File: config.mk
export PLATFORM = sky130hd
export DESIGN_NAME = dom_rnd_source
export DESIGN_NICKNAME = d
export VERILOG_FILES = /design/src/rtl/dom_rnd_source.sv
export SDC_FILE = /design/constraint.sdc
export NUM_CORES = 1
export LEC_CHECK = 0
export CORE_AREA = 2 2 109 111
export CTS_CLUSTER_SIZE = 30
export DETAILED_ROUTE_END_ITERATION = 8
export DIE_AREA = 0 0 111 113
export PLACE_DENSITY_LB_ADDON = 0.05
export SLEW_MARGIN = 20
export SYNTH_ARGS = -nofsm -noshare
export SYNTH_HDL_FRONTEND = slang
export SYNTH_SLANG_ARGS = --single-unit
File: constraint.sdc
create_clock -name ClkxCI -period 1.8 [get_ports ClkxCI]
set_input_delay 0.36 -clock ClkxCI [delete_from_list [all_inputs] [get_ports ClkxCI]]
set_output_delay 0.36 -clock ClkxCI [all_outputs]
set_load 0.1 [all_outputs]
File: src/rtl/dom_rnd_source.sv
// dom_rnd_source: seeded 64-bit LFSR producing per-cycle Z (remask) and B (blinding)
// randomness for DOM multipliers, with seed load, warm-up and reseed request.
module dom_rnd_source #(
   parameter int SHARES = 2,
   parameter int FIRST_ORDER_OPTIMIZATION = 1,
   parameter int WARMUP_CYCLES = 16,
   parameter int RESEED_INTERVAL = 4096,
   localparam int ZW = 2*SHARES*(SHARES-1),
   localparam int BN = (FIRST_ORDER_OPTIMIZATION == 1 && SHARES == 2) ? 1 : SHARES,
   localparam int BW = 4*BN
) (
   input  logic          ClkxCI,
   input  logic          RstxBI,
   input  logic [31:0]   SeedxDI,
   input  logic          SeedValidxSI,
   output logic          SeedReadyxSO,
   output logic [ZW-1:0] _ZxDO,
   output logic [BW-1:0] _BxDO,
   output logic          RndValidxSO,
   input  logic          RndReadyxSI,
   output logic          ReseedReqxSO
);
   localparam int RW = ZW+BW;
   localparam int WCW = $clog2(WARMUP_CYCLES+1);
   localparam int CW = $clog2(RESEED_INTERVAL+1);
   localparam logic [1:0] IDLE = 2'd0, LOAD = 2'd1, WARMUP = 2'd2, RUN = 2'd3;

   logic [1:0]     state;
   logic [63:0]    lfsr, lfsr_adv, seed_full;
   logic [31:0]    seed_lo;
   logic [RW-1:0]  w;
   logic [WCW-1:0] warm_cnt;
   logic [CW-1:0]  word_cnt;
   logic           seed_hs, xfer;

   assign SeedReadyxSO = RstxBI && state != WARMUP;
   assign RndValidxSO = state == RUN;
   assign seed_hs = SeedValidxSI && SeedReadyxSO;
   assign xfer = RndValidxSO && RndReadyxSI;
   assign seed_full = {SeedxDI, seed_lo};

   // RW unrolled steps; the first generated bit lands at the word MSB
   always_comb begin
      lfsr_adv = lfsr;
      w = '0;
      for (int i = 0; i < RW; i++) begin
         lfsr_adv = {lfsr_adv[62:0], lfsr_adv[63] ^ lfsr_adv[62] ^ lfsr_adv[60] ^ lfsr_adv[59]};
         w[RW-1-i] = lfsr_adv[0];
      end
   end

   always_ff @(posedge ClkxCI or negedge RstxBI) begin
      if (!RstxBI) begin
         state <= IDLE;
         lfsr <= '0;
         seed_lo <= '0;
         _ZxDO <= '0;
         _BxDO <= '0;
         warm_cnt <= '0;
         word_cnt <= '0;
         ReseedReqxSO <= 1'b0;
      end else begin
         if (xfer || state == WARMUP)
            lfsr <= lfsr_adv;
         if (xfer) begin
            {_ZxDO, _BxDO} <= w;
            word_cnt <= (word_cnt == CW'(RESEED_INTERVAL)) ? word_cnt : word_cnt + 1'b1;
            if (word_cnt == CW'(RESEED_INTERVAL-1))
               ReseedReqxSO <= 1'b1;
         end
         if (state == WARMUP) begin
            warm_cnt <= warm_cnt + 1'b1;
            if (warm_cnt == WCW'(WARMUP_CYCLES-1)) begin
               {_ZxDO, _BxDO} <= w;
               state <= RUN;
            end
         end
         // an all-zero seed would lock the LFSR, so substitute 1
         if (seed_hs && state == LOAD) begin
            lfsr <= (seed_full == 64'd0) ? 64'd1 : seed_full;
            warm_cnt <= '0;
            word_cnt <= '0;
            ReseedReqxSO <= 1'b0;
            state <= WARMUP;
         end else if (seed_hs) begin
            seed_lo <= SeedxDI;
            state <= LOAD;
         end
      end
   end
endmodule

==> results.ini <==
[run_status]
status=finished clean

[worst_setup_path]
critPathTopFamily=flip-flops
slowest_stage=dfrtp_2
reg2reg_from=warm_cnt[0]
slowest_delay_ns=0.40
worstPathBufferInverterCount=1
r2r_cells=7
worstSetupPathType=reg -> out
start_kind=register
r2r-end=_BxDO[3]
crit_required_ns=1.44
path_cells=nand2b_1 -> and2_2 -> buf_12
critPathMaxFanout=2
worstSetupEndpointType=output pin
arrival_ns=1.37
ff2ff_setup_slack_ns=0.10

[cells_and_area]
fillers=890
fin_nets=686
fin_area_sq_um=7709
drive_gt1_share_pct=23.63
antennaDiodeCount=0
syn2layout_area_growth_pct=31.28

[clock_tree]
insertion_delay_ns=0.40
cts_tree=done
clock_sinks=125
clock_path_buffers=2
clkTransAtPathRegs_ns=0.05
cts_buffers=17
htree_levels=4
root_buffer=clkbuf_16

[synthesis]
yosys.area.top_type=dfrtp_1
syn_inst=539
synth_edf_count=0
synth.top_cell.area_share_pct=53.27
ys_seq_area_share_pct=53.27
ys_seq_elements=125
synthTopCellsByArea=dfrtp_1, mux2i_1, mux2_2
synth-main-ff-cell=dfrtp_1
synth_async_sr_flop_share_pct=100.0
syn_area_sq_um=5872
yosysWarnings=0
yosys.cell_types.count=42
syn_avg_cell_area_sq_um=10.89
synthesis.nets=579
synth_common_cells=dfrtp_1, nand2_1, mux2i_1
yosysMostFrequentCell=dfrtp_1

[power]
p_leak_nw=3.664
power.density_nw_per_um2=1825
vdd_ir_drop_max_uv=1520

[routing]
via_per_inst=5.409
num_vias=4322
routed_wl_mm=13.92
drt-pass1-iter-count=5
postRouteAntennaNets=0
avgRoutedWirePerCell_um=17.42
drc_errors=0
first_iter_violations=263

[timing]
period_minus_slack_ns=1.728
relSlewSlack_pct=44.67
hold_violations=0
fin_skew_ns=0.009646
slew_violations=0
setup_violations=0
period_share_pct=95.98
clock.fmax_mhz=578.8
tightestPinTransition_ns=0.8299
rsz0062_at_grt=no
fin_ws_ns=0.07229

[place]
port_buffers=46
gp_congestion=0.8720
place_ws_ns=-0.3081
post_dp_cell_area_sq_um=7097
hpwl_mm=10.05

[grt]
overflow=0
grt_pass1_vias=4371
grt_max_degree=66
antenna_found_initial=0
grt_usage_pct=23.37
grt_pass1_wl_mm=22.69

[floorplanning]
start_util_pct=52.09
die-area_sq_um=12540
die_h_um=113
io-pin-count=47
fp.coreArea_sq_um=11270
rows=39
die-width_um=111

[job]
max_cap_viol_count=0

[worst_hold_path]
min_path_type=in -> async

worst max path at each step:
| stage | slack (ns) | start | cells past startpoint | to |
|---|---|---|---|---|
| 3_5_place_dp | -0.31 | SeedxDI[15] | 5 | lfsr[0] |
| 2_1_floorplan | 0.06 | warm_cnt[0] | 8 | _BxDO[0] |
| 6_report | 0.07 | state[0] | 3 | SeedReadyxSO |
| 4_1_cts | 0.004 | warm_cnt[0] | 7 | _BxDO[3] |
| 5_1_grt | 0.007 | warm_cnt[0] | 8 | _BxDO[0] |
| 3_3_place_gp | -0.29 | SeedxDI[15] | 5 | lfsr[0] |
stage by stage:
| step | total power (W) | util [%] | std cells | TNS (ns) | hold WS, ns |
|---|---|---|---|---|---|
| 2_1_floorplan | 0.008592 | - | 539 | 0 | 0.06441 |
| 3_3_place_gp | 0.01058 | 62.96 | 767 | -11.12 | 0.3565 |
| 3_5_place_dp | 0.01075 | 62.96 | 767 | -14.10 | 0.3602 |
| 4_1_cts | 0.01413 | 68.22 | 798 | 0 | 0.1116 |
| 5_1_grt | 0.01491 | 68.39 | 799 | 0 | 0.1388 |
| 6_report | 0.01407 | 68.39 | 799 | 0 | 0.08974 |
report_power, final:
group | leakage (nW) | switching (W) | internal [W]
sequential | 1.59 | 0.00104 | 0.00402
combinational | 1.79 | 0.00304 | 0.00265
clock | 0.287 | 0.00116 | 0.00215
total | 3.66 | 0.00524 | 0.00883
metal layers:
layer  up-vias  GRT usage [%]  share of wire [%]
met1      2108          32.18                 48
li1       2112              -                  -
met5         -              0                  0
met3        13          6.052                4.4
met2        89          36.93                 46
met4         0          7.000                1.0
flip-flops by register name (all words and copies together) (netlist names):
register	cells
lfsr	64
seed_lo	32
word_cnt	13
warm_cnt	5
_BxDO	4
_ZxDO	4
state	2
ReseedReqxSO	1
cells in the final DEF, fill, tap and decap left out, drive strengths merged, types with 6 or more instances in the layout:
master	instances
nand4	6
nand3	7
nor4	20
o21ai	67
mux2	33
a211oi	8
inv	7
nand2	80
a21oi	8
mux2i	59
clkbuf	22
clkdlybuf4s50	34
buf	84
nor2	23
xnor2	24
a21o	7
dfrtp	125
layout make-up:
| cell class | count | area (sq um) | area share (%) |
|---|---|---|---|
| Clock buffer | 22 | 484.2 | 6.281 |
| Clock inverter | 7 | 88.84 | 1.152 |
| Inverter | 7 | 26.28 | 0.3409 |
| Multi-Input combinational cell | 376 | 2569 | 33.32 |
| Sequential cell | 125 | 3131 | 40.61 |
| Tap cell | 143 | 178.9 | 2.321 |
| Timing Repair Buffer | 119 | 1231 | 15.97 |
cells by family (layout without fill, tap and decap cells):
family	count (synthesis)	count (layout)	share of synthesized area, %
xor+xnor	29	29	4.326
fa+ha+maj	4	4	0.8524
buf+inv	38	155	3.303
flops	125	125	53.27
mux	92	92	16.39
simple gates	158	158	12.87
compound gates	93	93	8.993
timing repair:
action,CTS,global route
gates cloned,0,0
endpoints found under the setup margin,1,9
resized for setup,2,4
hold endpoints to repair,14,0
pin swaps,0,1
buffers inserted,1,1
hold buffers,1,0
No activity file was read; power rests on OpenSTA's default activity.
==> patch 1 (same settings) <==
The parameter `RESEED_INTERVAL` goes from 4096 to 2048.
--- a/src/rtl/dom_rnd_source.sv
+++ b/src/rtl/dom_rnd_source.sv
@@ -4,7 +4,7 @@
    parameter int SHARES = 2,
    parameter int FIRST_ORDER_OPTIMIZATION = 1,
    parameter int WARMUP_CYCLES = 16,
-   parameter int RESEED_INTERVAL = 4096,
+   parameter int RESEED_INTERVAL = 2048,
    localparam int ZW = 2*SHARES*(SHARES-1),
    localparam int BN = (FIRST_ORDER_OPTIMIZATION == 1 && SHARES == 2) ? 1 : SHARES,
    localparam int BW = 4*BN
Function: same outputs for any inputs over 10 cycles, from zero or initial values and one cycle with RstxBI low; that may be too few to reach the edited logic, so the function may still have changed.
==> patch 1 against the original RTL <==
  * Maximum frequency down 1.1%
  * First-iteration DRC count up 40%
  * Clock skew shrank 2.3 ps
  * Combinational power down 4.7%
  * Worst setup slack got worse by 19 ps
  * Via count decreased by 0.14%
  * Critical path depth is 1 higher
  * Count of clock-buffer cells in the layout up 2
  * Wire length up 4.3%
  * Sequential cell count down 1
  * Total power down 2.3%
  * Area after synthesis hardly changed
  * Final area is 0.96% lower
==> patch 1: results <==
[synth]
synth_area_leaders = "dfrtp_1 53%, mux2i_1 11%, mux2_2 7.5%, o21ai_0 5.3%, nand2_1 5.0%"
synth-xor-area-share = 0.0358
yosysSeqAreaShare = 0.529
synth.area.mux_share = 0.189
synth_common_cells = "124 x dfrtp_1, 78 x nand2_1, 66 x mux2i_1, 62 x o21ai_0, 39 x mux2_2"

[global_route]
grtUsageMet2 = 0.417
grt_util_all_layers = 0.248
grt_max_degree = 118
grt_pass1_wl_mm = 23.7
grt_pass1_vias = 4494

[pwr]
finalPower_mw = 13.8
vdd_ir_drop_max_mv = 1.22
power_switching_mw = 5.10
p_clk_mw = 3.42

[drt]
wl_met2_mm = 7.13
wl_met3_um = 506
wl_per_cell_um = 18.7
drt_iter0_drc = 367
dr.pass1.iters = 4
via_count = 4316

[placement]
placed_cells = 743
place_ws_ps = -362
hpwlAfterDp_mm = 10.4
placed_area_mm2 = 0.00700

[setup_path]
cpMaxStageDelayCell = "or4_1"
critical-path-max-stage-delay_ps = 500
critPathArrivalTime_ps = 2080
r2r-start = "seed_lo[7]$_DFFE_PN0P_"

[outcome]
status = "complete, no violations"

[sta]
skew_ps = 7.31
worst_pin_slew_ps = 631

[cells_and_area]
fill_cells = 858
fin_nets = 661
finalNonFillerCells = 776
final_layout_size_suffix_gt1_frac = 0.240
## patch 1: repair_timing
action	4_1_cts	5_1_grt
gates resized for setup	3	3
endpoints found under the setup margin	1	2
hold buffers	1	0
buffers inserted	1	0
endpoints found under the hold margin	7	0
## patch 1: area by class of cell
class                   instances  share of cell area
clock buffers                  24              0.0631
clock inverters                 7              0.0147
inverters                       4             0.00197
multi-input cells             368               0.338
flip-flops and latches        124               0.407
well taps                     143              0.0234
repair buffers                106               0.152
## patch 1: path summary, 6_finish.rpt
check                                           to  slack [ps]  depth (start not counted)
max in group asynchronous     state[0]$_DFFE_PN0P_         940                          3
max reg2reg                    lfsr[0]$_DFFE_PN0P_          50                          4
min                        word_cnt[1]$_DFFE_PN0P_         100                          2
min reg2reg                   lfsr[35]$_DFFE_PN0P_         480                          2
max                            lfsr[0]$_DFFE_PN0P_          50                          4
min in group ClkxCI           state[1]$_DFFE_PN0P_         450                          5
==> patch 2 (config.mk and constraints unchanged) <==
Without the edit above. Make the reset (`RstxBI`) synchronous in one clocked block.
--- a/src/rtl/dom_rnd_source.sv
+++ b/src/rtl/dom_rnd_source.sv
@@ -49,7 +49,7 @@
       end
    end
 
-   always_ff @(posedge ClkxCI or negedge RstxBI) begin
+   always_ff @(posedge ClkxCI) begin
       if (!RstxBI) begin
          state <= IDLE;
          lfsr <= '0;
Function: no difference found for any inputs over 10 cycles, from zero or initial values and one cycle with RstxBI low; that may be too few to reach the edited logic, so the function may still have changed.
==> patch 2 against the original RTL <==
  * Count of clock-buffer cells in the layout grew 3
  * Non-clock buffer count up 1
  * Wire length rose by 7.7%
  * Area after synthesis down 5.6%
  * Final area is 4.3% lower
  * Sequential cell count is the same
  * Global-route usage increased by 1.2 points
  * Worst setup slack got worse by 28 ps
  * Critical path type is now in -> out
Power is not compared: it rests on default switching activity, and its combinational part moved more than twofold at a synthesized area within 25%.
==> patch 2: results <==
[clocking]
cts_buffers = 17
cts_resized = 0

[synth]
synth-async-reset-ratio = 0
yosysSeqAreaShare = 0.451
synth_nets = 660
synth_compound_area_frac = 0.140
synth_area_leaders = "dfxtp_1 45%, mux2i_1 11%, a211oi_1 8.9%, nor2_1 5.6%, nand2_1 5.2%"
synth-xor-area-share = 0.0537
synth-main-ff-cell = "dfxtp_1"

[sta]
relSlewSlack = 0.640
holdWs_ps = 477
skew_ps = 8.52

[setup_path]
crit_fanout = 6
reg2reg_to = "lfsr[0]$_SDFFE_PN0P_"
r2r_setup_slack_ps = 170

[placement]
hpwlAfterDp_mm = 10.5
placed_area_mm2 = 0.00675

[outcome]
status = "complete, no violations"

[global_route]
grt_pass1_vias = 4504
gr-usage-met1 = 0.339
grt_util_all_layers = 0.246
use_met3 = 0.0686
grtUsageMet2 = 0.375

[cells_and_area]
fin_nets = 754

[drt]
via_count = 4776
drt_iter0_drc = 431

[min_path]
hold_class = "reg -> reg"
[patch 2: where the power goes]
group	switching, mW	internal, mW
sequential	0.155	2.94
clock	1.17	2.38
combinational	0.633	0.574
total	1.96	5.90
[patch 2: routing by layer]
metal	up-vias	wire length, µm
met4	0	301
met3	23	752
met2	120	6680
li1	2377	-
met5	-	0
met1	2256	7250
[patch 2: critical path, stage by stage]
cell             delay [ps]
clkdlybuf4s50_1         480
buf_4                   170
inv_2                    70
nor2_4                  130
buf_12                  180
[patch 2: through the flow]
stage	util	instances
floorplan	-	620
global placement	0.599	838
detailed placement	0.599	838
CTS	0.654	869
global route	0.654	869
finish	0.654	869
[patch 2: cell type report]
| class | instances | area [µm²] |
|---|---|---|
| Clock buffer | 25 | 515 |
| Clock inverter | 6 | 105 |
| Fill cell | 964 | 3890 |
| Inverter | 16 | 60.1 |
| Multi-Input combinational cell | 434 | 2780 |
| Sequential cell | 125 | 2500 |
| Tap cell | 143 | 179 |
| Timing Repair Buffer | 120 | 1240 |
[patch 2: worst max-delay path by stage]
| stage | start | to | slack (ps) | cells past startpoint |
|---|---|---|---|---|
| 2_1_floorplan | RstxBI | SeedReadyxSO | 50 | 4 |
| 3_3_place_gp | SeedxDI[13] | lfsr[0]$_SDFFE_PN0P_ | -370 | 6 |
| 3_5_place_dp | SeedxDI[13] | lfsr[0]$_SDFFE_PN0P_ | -290 | 6 |
| 4_1_cts | RstxBI | SeedReadyxSO | 40 | 5 |
| 5_1_grt | RstxBI | SeedReadyxSO | 0.8 | 5 |
| 6_report | RstxBI | SeedReadyxSO | 40 | 5 |
[patch 2: cells by family (layout without fill, tap and decap cells)]
kind of cell | after synthesis | after routing
adder cells (fa/ha/maj) | 4 | 4
XOR/XNOR | 34 | 34
AO/OA/AOI/OAI | 118 | 118
buffers and inverters | 61 | 167
multiplexers | 67 | 67
AND/OR/NAND/NOR | 211 | 211
flip-flops | 125 | 125
